File: src/rtl/ldm_stm_sequencer.sv
// Load/store-multiple block transfer sequencer.
// Walks a 16-bit register bitmap lowest-index first, issuing one memory beat per set bit at
// ascending word addresses. The start address and final base value depend on the addressing
// mode (IA/IB/DA/DB). An optional base writeback strobe follows the last beat.
// Ports:
//   clk_in, reset_n_in             clock, asynchronous active-low reset
//   start_in + request fields      reg_list_in, base_addr_in, mode_in, load_in, writeback_in
//   mem_ack_in                     memory accepts the current beat (only honoured in XFER)
//   mem_req_out/addr/we            memory beat request
//   reg_addr_out, reg_we_out       register-file index and LDM write strobe
//   wb_en_out, wb_data_out         base writeback strobe and value
//   busy_out, done_out             transfer in progress, one-cycle completion pulse
module ldm_stm_sequencer (
  input  logic        clk_in,
  input  logic        reset_n_in,
  input  logic        start_in,
  input  logic [15:0] reg_list_in,
  input  logic [31:0] base_addr_in,
  input  logic [1:0]  mode_in,
  input  logic        load_in,
  input  logic        writeback_in,
  input  logic        mem_ack_in,
  output logic        mem_req_out,
  output logic [31:0] mem_addr_out,
  output logic        mem_we_out,
  output logic [3:0]  reg_addr_out,
  output logic        reg_we_out,
  output logic        wb_en_out,
  output logic [31:0] wb_data_out,
  output logic        busy_out,
  output logic        done_out
);

  typedef enum logic [2:0] {StIdle, StSetup, StXfer, StWb, StDone} state_e;

  state_e      r_state;
  logic [15:0] r_list;
  logic [31:0] r_base;
  logic [1:0]  r_mode;
  logic        r_load;
  logic        r_wb;
  logic [31:0] r_addr;
  logic [31:0] r_final;

  logic [4:0]  w_count;
  logic [31:0] w_span;
  logic [31:0] w_start;
  logic [31:0] w_final;
  logic [3:0]  w_reg_idx;
  logic [15:0] w_list_next;
  logic        w_in_xfer;

  always_comb begin
    w_count = 5'd0;
    for (int i = 0; i < 16; i++) begin
      w_count = w_count + {4'd0, r_list[i]};
    end
  end

  assign w_span = {25'd0, w_count, 2'b00};

  // Every mode transfers at ascending addresses, so the decrementing modes start low.
  always_comb begin
    unique case (r_mode)
      2'b00:   w_start = r_base;
      2'b01:   w_start = r_base + 32'd4;
      2'b10:   w_start = r_base - w_span + 32'd4;
      default: w_start = r_base - w_span;
    endcase
  end

  assign w_final = r_mode[1] ? (r_base - w_span) : (r_base + w_span);

  // Lowest set bit wins: scan downwards so the last hit is the lowest index.
  always_comb begin
    w_reg_idx = 4'd0;
    for (int i = 15; i >= 0; i--) begin
      if (r_list[i]) w_reg_idx = 4'(i);
    end
  end

  assign w_list_next = r_list & (r_list - 16'd1);
  assign w_in_xfer   = (r_state == StXfer);

  always_ff @(posedge clk_in or negedge reset_n_in) begin
    if (!reset_n_in) begin
      r_state <= StIdle;
      r_list  <= 16'd0;
      r_base  <= 32'd0;
      r_mode  <= 2'd0;
      r_load  <= 1'b0;
      r_wb    <= 1'b0;
      r_addr  <= 32'd0;
      r_final <= 32'd0;
    end else begin
      unique case (r_state)
        StIdle: begin
          if (start_in) begin
            r_list  <= reg_list_in;
            r_base  <= base_addr_in;
            r_mode  <= mode_in;
            r_load  <= load_in;
            r_wb    <= writeback_in;
            r_state <= StSetup;
          end
        end
        StSetup: begin
          r_addr  <= w_start;
          r_final <= w_final;
          r_state <= (w_count == 5'd0) ? StDone : StXfer;
        end
        StXfer: begin
          if (mem_ack_in) begin
            r_list <= w_list_next;
            r_addr <= r_addr + 32'd4;
            if (w_list_next == 16'd0) r_state <= r_wb ? StWb : StDone;
          end
        end
        StWb:    r_state <= StDone;
        StDone:  r_state <= StIdle;
        default: r_state <= StIdle;
      endcase
    end
  end

  assign mem_req_out  = w_in_xfer;
  assign mem_addr_out = w_in_xfer ? r_addr : 32'd0;
  assign mem_we_out   = w_in_xfer & ~r_load;
  assign reg_addr_out = w_in_xfer ? w_reg_idx : 4'd0;
  // Combinational so the register write lands in the same cycle the ack is accepted.
  assign reg_we_out   = w_in_xfer & mem_ack_in & r_load;
  assign wb_en_out    = (r_state == StWb);
  assign wb_data_out  = (r_state == StWb) ? r_final : 32'd0;
  assign busy_out     = (r_state != StIdle);
  assign done_out     = (r_state == StDone);

endmodule

File: config.mk
export PLATFORM = sky130hd
export DESIGN_NAME = ldm_stm_sequencer
export DESIGN_NICKNAME = d
export VERILOG_FILES = /design/src/rtl/ldm_stm_sequencer.sv
export SDC_FILE = /design/constraint.sdc
export NUM_CORES = 1
export LEC_CHECK = 0
export BUFFER_PORTS_ARGS = -buffer_cell sky130_fd_sc_hd__buf_2
export CORE_MARGIN = 4
export CORE_UTILIZATION = 32
export CTS_BUF_LIST = sky130_fd_sc_hd__clkbuf_8
export DETAILED_ROUTE_END_ITERATION = 8
export PLACE_DENSITY_LB_ADDON = 0.15
export SLEW_MARGIN = 20
export SYNTH_ARGS = -nofsm -noshare
export SYNTH_HDL_FRONTEND = slang
export SYNTH_SLANG_ARGS = --single-unit
File: constraint.sdc
create_clock -name clk_in -period 20.1 [get_ports clk_in]
set_input_delay 1.005 -clock clk_in [delete_from_list [all_inputs] [get_ports clk_in]]
set_output_delay 1.005 -clock clk_in [all_outputs]
set_load 0.02 [all_outputs]
==> impl_metrics.csv, run 1 <==
group,metric,value,unit
cells_and_area,area_growth_syn_to_fin,13.91,%
routing,detail_route.drc_violations,0,
critical_path,end_kind,"flip-flop",
sta,final-setup-viol-count,0,
clocking,path_clk_slew,0.09,ns
critical_path,cp.buffers_inverters,5,
clocking,cts_resized,0,
placement,post-dp-hpwl,25.75,mm
sta,rsz_0062_raised_after_global_routing,"false",
routing,route.detailed.vias_per_inst,5.490,
sta,worst_slew_pin_slew,1.016,ns
critical_path,worstPathMaxFanout,12,
routing,total_length_of_routed_met2_wires,17.20,mm
routing,wl_met3,1.573,mm
clocking,cts.root.buffer_cell,"sky130_fd_sc_hd__clkbuf_8",
yosys,syn_area_per_cell,7.434,um^2
yosys,synth.top_cells.by_count,"216 x sky130_fd_sc_hd__nand2_1, 119 x sky130_fd_sc_hd__dfrtp_1, 109 x sky130_fd_sc_hd__o21ai_0, 106 x sky130_fd_sc_hd__nor2_1, 99 x sky130_fd_sc_hd__a21oi_1",
global_route,grt_max_degree,77,
yosys,synthDistinctLibCells,70,
clocking,tritoncts,"built",
worst_hold_path,worst_hold_path_type,"flip-flop to flip-flop",
clocking,tritoncts_num_sinks,119,
yosys,synthMostInstantiatedCell,"sky130_fd_sc_hd__nand2_1",
routing,wl_per_cell,19.06,um
global_route,grt_remaining_overflow,0,
run,cap_violations,0,
sta,totalNegativeSetupSlack,0,ns
die,fp.dieW,184.4,um
cells_and_area,antenna-diode-count,0,
die,core-area,30670,um^2
cells_and_area,final_net_count,1503,
clocking,number_of_post_cts_setup_repair_buffers,0,
sta,drv_slew,0,
critical_path,timing.critical_path.arrival,7.87,ns
global_route,grt_first_pass_wirelength,54.38,mm
yosys,synth_top_cell_area_share,29.91,%
yosys,async_flop_share,100.0,%
sta,layout_min_cycle_time,7.533,ns
critical_path,max_stage_delay,0.67,ns
yosys,synth_nets,1430,
yosys,synth_largest_area_cell,"sky130_fd_sc_hd__dfrtp_1",
clocking,cts-root-to-sink-buffers,2,
yosys,synth_area_leaders,"sky130_fd_sc_hd__dfrtp_1 30%, sky130_fd_sc_hd__nand2_1 8.1%, sky130_fd_sc_hd__o21ai_0 5.5%",
sta,final-hold-violation-count,0,
clocking,holdBufCountCts,0,
critical_path,timing.rr.start,"r_list[9]$_DFFE_PN0P_",
clocking,ctsHtreeMaxLevel,4,
worst_hold_path,hp-start,"r_final[1]$_DFFE_PN0P_",
routing,overall_via_count_from_detail_route,9991,
sta,slew-limit-headroom,32.01,%
critical_path,worstSetupStartpoint,"r_list[9]$_DFFE_PN0P_",
die,die_height,184.4,um
routing,drt-pass1-iter-count,5,
yosys,synthFlopType,"sky130_fd_sc_hd__dfrtp_1",
routing,highest_layer,"met4",
die,row_count,64,
placement,buffer_ports.inserted,129,
placement,place.gp.congestion,0.9289,
yosys,synth-edff-count,0,
critical_path,cell_family_with_most_cp_delay,"adder cells",
yosys,synthesis.instances,1339,
routing,detail_route.iter0.violations,563,
routing,met1Wirelength,14.94,mm
critical_path,cp_slowest_cell,"sky130_fd_sc_hd__a2111oi_4",
critical_path,worstSetupPathType,"flip-flop to flip-flop",
die,floorplan.die_area,33990,um^2
routing,totalWireLength,34.69,mm
yosys,post_synth_instance_area,9955,um^2
clocking,clock_latency,0.46,ns
global_route,grt_antenna_before_repair,0,
yosys,ys_ff_latch,119,
critical_path,startpoint_type,"flip-flop",
critical_path,cp_cell_sequence,"inv_1 > fa_1 > inv_1 > fa_1 > fa_1 > inv_1 > fa_1 > inv_1 > ha_1 > inv_1 > fa_1 > xnor2_1 > ha_1 > nand2b_1 > a2111oi_4 > o21ai_0 > a222oi_1 > nand4b_1 > or4_4 > or3_1 > xor2_1 > a221o_1",
cells_and_area,post_route_cells_drive_above_1_share,14.19,%
run_status,status,"completed",
die,floorplan.initialDensity,32.46,%
yosys,synthesis.yosys.warnings,0,
sta,clock.fmax,132.7,MHz
routing,antenna_left,0,
global_route,track_usage,20.08,%
cells_and_area,layout.filler_cells,3406,
sta,finClkSkew,0.01545,ns
critical_path,crit_required,20.43,ns
yosys,seq_area_frac_synth,29.91,%
clocking,number_of_buffers_added_by_the_clock_tree_synthesis_step,17,
global_route,grt_pass1_vias,10052,
die,boundaryPins,130,
sta,final_min_period_over_clock_period,37.48,%
flip-flops by register name, summed over array words and instances, names as in the netlist:
name,count
r_addr,32
r_base,32
r_final,32
r_list,16
r_load,1
r_mode,2
r_state,3
r_wb,1
placed cells by master, fill, tap and decap left out, types with 10 or more instances in the layout:
cell	count
sky130_fd_sc_hd__a211oi_1	11
sky130_fd_sc_hd__a21o_1	11
sky130_fd_sc_hd__a21oi_1	99
sky130_fd_sc_hd__a31oi_1	21
sky130_fd_sc_hd__and2_1	41
sky130_fd_sc_hd__and3_1	49
sky130_fd_sc_hd__buf_2	128
sky130_fd_sc_hd__buf_4	19
sky130_fd_sc_hd__clkbuf_8	17
sky130_fd_sc_hd__dfrtp_1	119
sky130_fd_sc_hd__fa_1	12
sky130_fd_sc_hd__ha_1	23
sky130_fd_sc_hd__inv_1	54
sky130_fd_sc_hd__nand2_1	216
sky130_fd_sc_hd__nand2b_1	10
sky130_fd_sc_hd__nand3_1	35
sky130_fd_sc_hd__nand4_1	19
sky130_fd_sc_hd__nor2_1	106
sky130_fd_sc_hd__nor2b_1	11
sky130_fd_sc_hd__nor3_1	37
sky130_fd_sc_hd__nor4_1	16
sky130_fd_sc_hd__o21ai_0	109
sky130_fd_sc_hd__or3_1	16
sky130_fd_sc_hd__or4_1	11
sky130_fd_sc_hd__xnor2_1	47
sky130_fd_sc_hd__xor2_1	31
metal layers:
metal | vias to the layer above | global-route usage, %
met5 | - | 0
met2 | 234 | 35.13
met3 | 55 | 3.296
met4 | 0 | 6.803
li1 | 4884 | -
met1 | 4818 | 25.15
cells by family after synthesis:
family	Yosys count	share of synthesized area (%)
simple gates	599	29.49
compound gates	348	21.64
buf+inv	149	5.644
flops	119	29.91
xor+xnor	78	6.863
fa+ha+maj	36	5.405
mux	10	1.043
worst paths after layout:
| path | end | cells after the start | slack (ns) |
|---|---|---|---|
| setup / recovery | r_addr[23]$_DFFE_PN0P_ | 22 | 12.57 |
| hold / removal | r_final[1]$_DFFE_PN0P_ | 2 | 0.47 |
| setup reg to reg | r_addr[23]$_DFFE_PN0P_ | 22 | 12.57 |
| hold reg to reg | r_final[1]$_DFFE_PN0P_ | 2 | 0.47 |
| max in group asynchronous | r_addr[19]$_DFFE_PN0P_ | 2 | 18.16 |
| min in group asynchronous | r_base[21]$_DFFE_PN0P_ | 1 | 0.61 |
metrics by stage:
stage | utilization, % | cells | hold WS (ns) | setup WS, ns | cell area (um^2)
finish | 36.97 | 1820 | 0.4726 | 12.57 | 11340
global route | 36.97 | 1820 | 0.4995 | 12.10 | 11340
CTS | 36.89 | 1820 | 0.4783 | 12.29 | 11310
detailed placement | 35.55 | 1789 | 0.4567 | 12.35 | 10900
global placement | 35.55 | 1789 | 0.4541 | 12.51 | 10900
floorplan | - | 1339 | 0.4376 | 13.12 | 9955
worst min-delay path, stage by stage, from the launching register on:
cell                      delay, ns
sky130_fd_sc_hd__dfrtp_1       0.34
sky130_fd_sc_hd__nand2_1       0.05
sky130_fd_sc_hd__nand2_1       0.05
cell type report:
class | count | area [um^2] | share of cell area (%)
Sequential cell | 119 | 2978 | 26.26
Tap cell | 396 | 495.5 | 4.369
Multi-Input combinational cell | 1071 | 6462 | 56.99
Clock inverter | 14 | 176.4 | 1.556
Clock buffer | 17 | 234.0 | 2.063
Timing Repair Buffer | 147 | 783.3 | 6.907
Inverter | 56 | 210.2 | 1.854
Power of run 1 is not shown: default switching activity piles up to over one toggle a cycle in this logic, so the estimate is an artifact.
==> run 2: changes to the inputs <==
==> constraint.sdc (replaced) <==
create_clock -name clk_in -period 6.55 [get_ports clk_in]
set_input_delay 0.3275 -clock clk_in [delete_from_list [all_inputs] [get_ports clk_in]]
set_output_delay 0.3275 -clock clk_in [all_outputs]
set_load 0.02 [all_outputs]
==> run 2 against run 1 <==
- the run now ends with negative setup slack left
- sequential cell count did not move
- largest cell class unchanged
- first-iteration DRC count rose by 5.7%
- sequential share of layout area fell by 2.0 points
- non-clock buffer count rose by 86
- die area did not move
- global-route usage rose by 1.2 points
- critical path type unchanged
- critical path depth rose by 2
- via count rose by 4.0%
- cell count rose by 4.8%
- core utilization rose by 3.0 points
- wire length rose by 5.7%
- clock skew barely moved
==> impl_metrics.csv, run 2 (synthesis gave the netlist of run 1 again) <==
group,metric,value,unit
run_status,violations,"negative setup slack",
die,boundaryPins,130,
critical_path,max_stage_delay,0.53,ns
critical_path,cp_cell_sequence,"fa_1 > inv_1 > fa_1 > inv_1 > fa_1 > inv_1 > fa_1 > inv_1 > ha_2 > inv_2 > fa_2 > xnor2_2 > ha_1 > buf_4 > nor2b_4 > a2111oi_2 > buf_4 > or4_4 > a22oi_2 > or4b_4 > or4_4 > or3_1 > xor2_1 > a221o_1",
critical_path,startpoint_type,"flip-flop",
global_route,grt_max_degree,78,
critical_path,timing.critical_path.arrival,7.00,ns
sta,postLayoutSetupSlackWorst,-0.08962,ns
global_route,grt_pass1_vias,10170,
cells_and_area,antenna-diode-count,0,
clocking,path_clk_slew,0.09,ns
critical_path,worstSetupPathType,"flip-flop to flip-flop",
routing,totalWireLength,36.66,mm
global_route,grt_first_pass_wirelength,56.99,mm
sta,rsz_0062_raised_after_global_routing,"true",
critical_path,worstPathMaxFanout,4,
placement,buffer_ports.inserted,129,
cells_and_area,final_net_count,1590,
routing,wl_per_cell,19.21,um
clocking,clock_latency,0.47,ns
die,row_count,64,
critical_path,end_kind,"flip-flop",
sta,slew-limit-headroom,36.87,%
global_route,grt_remaining_overflow,0,
run_status,status,"finished with violations",
routing,route.detailed.vias_per_inst,5.444,
routing,detail_route.iter0.violations,595,
die,die_height,184.4,um
placement,place.gp.congestion,0.9109,
global_route,grt_antenna_before_repair,0,
cells_and_area,layout.cells.most_common_list,"216 x sky130_fd_sc_hd__nand2_1, 128 x sky130_fd_sc_hd__buf_2, 118 x sky130_fd_sc_hd__dfrtp_1",
cells_and_area,post_route_cells_drive_above_1_share,21.96,%
die,fp.dieW,184.4,um
sta,layout_min_cycle_time,6.640,ns
sta,final-setup-viol-count,5,
sta,final-hold-violation-count,0,
cells_and_area,area_growth_syn_to_fin,23.25,%
run,cap_violations,0,
cells_and_area,top_registers,"r_addr x32, r_base x32, r_final x32",
sta,drv_slew,0,
clocking,ctsHtreeMaxLevel,4,
sta,clock.fmax,150.6,MHz
sta,hold-worst-slack,0.04699,ns
global_route,track_usage,21.32,%
clocking,tritoncts_num_sinks,119,
routing,overall_via_count_from_detail_route,10387,
clocking,cts-root-to-sink-buffers,2,
cells_and_area,layout.cells.most_common,"sky130_fd_sc_hd__nand2_1",
die,floorplan.initialDensity,32.46,%
sta,finClkSkew,0.01563,ns
clocking,number_of_buffers_added_by_the_clock_tree_synthesis_step,17,
placement,post-dp-hpwl,27.18,mm
clocking,cts.root.buffer_cell,"sky130_fd_sc_hd__clkbuf_8",
sta,worst_slew_pin_slew,0.9435,ns
critical_path,cp_slowest_cell,"sky130_fd_sc_hd__fa_1",
routing,detail_route.drc_violations,0,
critical_path,crit_required,6.91,ns
sta,final_min_period_over_clock_period,101.4,%
die,core-area,30670,um^2
routing,antenna_left,0,
clocking,tritoncts,"built",
routing,drt-pass1-iter-count,8,
die,floorplan.die_area,33990,um^2
worst_hold_path,worst_hold_path_type,"primary input to flip-flop",
==> run 2: cell count changes in the layout (fill, tap and decap cells not counted), moves of 5 or more <==
cell	previous run	this run
sky130_fd_sc_hd__buf_4	19	99
sky130_fd_sc_hd__nor3_1	37	32
sky130_fd_sc_hd__o21ai_0	109	104
sky130_fd_sc_hd__nor3_4	0	5
==> run 2: worst paths after layout <==
check	startpoint	to	slack (ns)	cells past startpoint
setup / recovery	r_list[11]$_DFFE_PN0P_	r_addr[23]$_DFFE_PN0P_	-0.09	24
hold / removal	base_addr_in[0]	r_base[0]$_DFFE_PN0P_	0.05	3
setup reg to reg	r_list[11]$_DFFE_PN0P_	r_addr[23]$_DFFE_PN0P_	-0.09	24
hold reg to reg	r_final[8]$_DFFE_PN0P_	r_final[8]$_DFFE_PN0P_	0.48	2
max in group asynchronous	reset_n_in	r_list[11]$_DFFE_PN0P_	4.69	3
min in group asynchronous	reset_n_in	r_final[26]$_DFFE_PN0P_	0.46	2
==> run 2: through the flow <==
step | TNS (ns) | instances | utilization [%] | setup WS [ns] | area (um^2)
floorplan | -0.2380 | 1339 | - | -0.1428 | 10060
finish | -0.2432 | 1908 | 40.00 | -0.08962 | 12270
global route | -2.917 | 1908 | 40.00 | -0.3609 | 12270
CTS | -0.2322 | 1899 | 39.25 | -0.1674 | 12040
global placement | -1.470 | 1861 | 37.54 | -0.3120 | 11510
detailed placement | -2.232 | 1861 | 37.54 | -0.3723 | 11510
==> run 2: worst max-delay path, delay by kind of cell (launching register included) <==
family          cells  cell delay, ns
compound gates      3            0.56
buf+inv             7            0.55
flops               1            0.42
fa+ha+maj           7            2.77
simple gates        5            1.94
xor+xnor            2            0.31
==> run 2: layout make-up <==
cell class,count,area (um^2)
multi-input cells,1072,6733
flip-flops and latches,119,2979
repair buffers,233,1454
well taps,396,495.5
inverters,56,210.2
fillers,3247,18400
clock inverters,14,150.1
clock buffers,18,247.7
==> run 2: metal layers <==
metal  GRT usage (%)  wire length [um]  vias to the layer above  part of all wire [%]
met5               0                 0                        -                     0
li1                -                 -                     5040                     -
met1           27.12             15930                     5065                    43
met2           37.71             18580                      235                    51
met3           3.118              1370                       47                   3.7
met4           5.945               774                        0                   2.1
==> run 2: what timing repair did <==
action	in CTS	in global routing
endpoints found under the hold margin	56	0
pin swaps	11	17
endpoints found under the setup margin	14	19
cloned	0	1
setup buffers	5	9
hold buffers	1	0
resized for setup	17	35
Power of run 2 is left out for the same reason.
==> run 3: changes to the inputs <==
==> constraint.sdc (replaced) <==
create_clock -name clk_in -period 6.41 [get_ports clk_in]
set_input_delay 0.3205 -clock clk_in [delete_from_list [all_inputs] [get_ports clk_in]]
set_output_delay 0.3205 -clock clk_in [all_outputs]
set_load 0.02 [all_outputs]
==> run 3 against run 2 <==
- the run ends with negative hold slack, negative setup slack left
- cell count about the same
- clock skew increased by 0.0028 ns
- count of clock-buffer cells in the layout decreased by 1
- first-iteration DRC count increased by 8.1%
- core utilization increased by 0.18 points
- highest routed layer unchanged
==> impl_metrics.csv, run 3 (synthesis gave the netlist of run 1 again) <==
group,metric,value,unit
cells_and_area,multiInputGateArea,6810,um^2
run,cap_violations,0,
die,core-area,30670,um^2
die,die_height,184.4,um
critical_path,worst-r2r-cell-count,23,
clocking,clock_latency,0.48,ns
routing,route.detailed.vias_per_inst,5.444,
sta,final-hold-violation-count,3,
sta,slew-limit-headroom,29.25,%
die,row_count,64,
routing,detail_route.drc_violations,0,
cells_and_area,area_growth_syn_to_fin,23.82,%
sta,hold-worst-slack,-0.01130,ns
cells_and_area,layout.cells.most_common_list,"215 x sky130_fd_sc_hd__nand2_1, 128 x sky130_fd_sc_hd__buf_2, 118 x sky130_fd_sc_hd__dfrtp_1",
clocking,number_of_buffers_added_by_the_clock_tree_synthesis_step,17,
routing,drt-pass1-iter-count,5,
clocking,cts.root.buffer_cell,"sky130_fd_sc_hd__clkbuf_8",
critical_path,startpoint_type,"flip-flop",
placement,buffer_ports.inserted,129,
clocking,tritoncts_num_sinks,119,
critical_path,rr_endpoint,"r_addr[23]$_DFFE_PN0P_",
sta,final-setup-viol-count,9,
clocking,cts-root-to-sink-buffers,2,
sta,postLayoutSetupSlackWorst,-0.2837,ns
critical_path,timing.critical_path.arrival,7.05,ns
clocking,holdBufCountCts,0,
global_route,grt_first_pass_wirelength,56.88,mm
critical_path,worstPathMaxFanout,7,
placement,pre_cts_slack,-0.4638,ns
clocking,path_clk_slew,0.09,ns
sta,final_min_period_over_clock_period,104.4,%
clocking,tritoncts,"built",
die,floorplan.die_area,33990,um^2
die,floorplan.initialDensity,32.46,%
run_status,status,"finished with violations",
cells_and_area,top_registers,"r_addr x32, r_base x32, r_final x32",
routing,antenna_left,0,
die,fp.dieW,184.4,um
cells_and_area,final_net_count,1589,
clocking,ctsHtreeMaxLevel,4,
critical_path,worstSetupPathType,"flip-flop to flip-flop",
critical_path,end_kind,"flip-flop",
routing,detail_route.iter0.violations,643,
global_route,grt_remaining_overflow,0,
cells_and_area,seq_area,2979,um^2
placement,post-dp-hpwl,26.78,mm
run_status,violations,"negative hold slack, negative setup slack",
cells_and_area,post_route_cells_drive_above_1_share,22.83,%
global_route,grt_pass1_vias,10288,
critical_path,r2r_slack,-0.28,ns
placement,place.gp.congestion,0.9094,
critical_path,crit_required,6.77,ns
global_route,grt_max_degree,77,
worst_hold_path,worst_hold_path_type,"primary input to async pin",
sta,rsz_0062_raised_after_global_routing,"true",
cells_and_area,antenna-diode-count,0,
global_route,grt_antenna_before_repair,0,
routing,totalWireLength,36.20,mm
critical_path,timing.rr.start,"r_list[11]$_DFFE_PN0P_",
sta,finClkSkew,0.01848,ns
global_route,track_usage,21.19,%
sta,drv_slew,0,
sta,clock.fmax,149.4,MHz
cells_and_area,layout.cells.most_common,"sky130_fd_sc_hd__nand2_1",
cells_and_area,layout.filler_cells,3253,
routing,wl_per_cell,18.98,um
routing,overall_via_count_from_detail_route,10381,
sta,layout_min_cycle_time,6.694,ns
die,boundaryPins,130,
sta,worst_slew_pin_slew,1.057,ns
[run 3: cell types whose count changed in the layout (fill, tap and decap cells not counted), sizes merged]
cell         before  now
bufinv            2    1
clkinvlp          3    5
a2111oi           6    5
dlygate4sd3       1    0
clkbuf           18   17
clkinv            8    9
inv              57   56
buf             232  233
[run 3: stage by stage]
step / hold slack, ns / util (%) / area, um^2 / TNS (ns) / cells
2_1_floorplan: 0.02491 / - / 10060 / -0.6067 / 1339
3_3_place_gp: 0.4559 / 37.69 / 11560 / -2.722 / 1867
3_5_place_dp: 0.4604 / 37.69 / 11560 / -3.447 / 1867
4_1_cts: 0.0005492 / 39.45 / 12100 / -1.209 / 1905
5_1_grt: 0.02075 / 40.19 / 12330 / -5.458 / 1907
6_report: -0.01130 / 40.19 / 12330 / -1.200 / 1907
[run 3: worst max-delay path by stage]
| stage | startpoint | endpoint | slack (ns) | cells after the start |
|---|---|---|---|---|
| after global placement | r_list[11]$_DFFE_PN0P_ | r_addr[23]$_DFFE_PN0P_ | -0.42 | 22 |
| after CTS | r_list[11]$_DFFE_PN0P_ | r_addr[23]$_DFFE_PN0P_ | -0.28 | 23 |
| after floorplan | r_list[11]$_DFFE_PN0P_ | r_addr[23]$_DFFE_PN0P_ | -0.28 | 26 |
| after detailed placement | r_list[11]$_DFFE_PN0P_ | r_addr[23]$_DFFE_PN0P_ | -0.46 | 22 |
| after global routing | r_list[11]$_DFFE_PN0P_ | r_addr[23]$_DFFE_PN0P_ | -0.53 | 24 |
| final | r_list[11]$_DFFE_PN0P_ | r_addr[23]$_DFFE_PN0P_ | -0.28 | 23 |
[run 3: repair_timing]
action                                  4_1_cts  5_1_grt
endpoints found under the setup margin       18       20
gates cloned                                  0        0
pin swaps                                    10       27
gates resized for setup                      26       48
buffers inserted                              7        2
[run 3: routing by layer]
layer	vias up	share of wire, %	track usage [%]
met3	42	4.1	3.059
li1	5041	-	-
met5	-	0	0
met2	259	51	37.81
met4	0	2.4	6.596
met1	5039	42	26.43
[run 3: final cells by class]
cell class	count	area share (%)
Tap cell	396	4.020
Timing Repair Buffer	233	11.87
Clock inverter	15	1.086
Inverter	56	1.705
Clock buffer	17	1.898
Multi-Input combinational cell	1071	55.25
Sequential cell	119	24.17
[run 3: worst max-delay path: stages (launching register included)]
cell and delay [ns]:
sky130_fd_sc_hd__dfrtp_2 0.43, sky130_fd_sc_hd__fa_1 0.54, sky130_fd_sc_hd__inv_1 0.05, sky130_fd_sc_hd__fa_1 0.47, sky130_fd_sc_hd__inv_1 0.05, sky130_fd_sc_hd__fa_1 0.48
sky130_fd_sc_hd__inv_1 0.05, sky130_fd_sc_hd__fa_1 0.42, sky130_fd_sc_hd__inv_1 0.07, sky130_fd_sc_hd__ha_2 0.17, sky130_fd_sc_hd__inv_2 0.04, sky130_fd_sc_hd__fa_2 0.36
sky130_fd_sc_hd__xnor2_2 0.17, sky130_fd_sc_hd__ha_1 0.32, sky130_fd_sc_hd__nor2b_2 0.23, sky130_fd_sc_hd__a2111oi_4 0.11, sky130_fd_sc_hd__buf_4 0.18, sky130_fd_sc_hd__or4_4 0.48
sky130_fd_sc_hd__a22oi_2 0.16, sky130_fd_sc_hd__or4b_4 0.51, sky130_fd_sc_hd__or4_4 0.51, sky130_fd_sc_hd__or3_1 0.33, sky130_fd_sc_hd__xor2_1 0.15, sky130_fd_sc_hd__a221o_1 0.28
Power of run 3 is left out for the same reason.
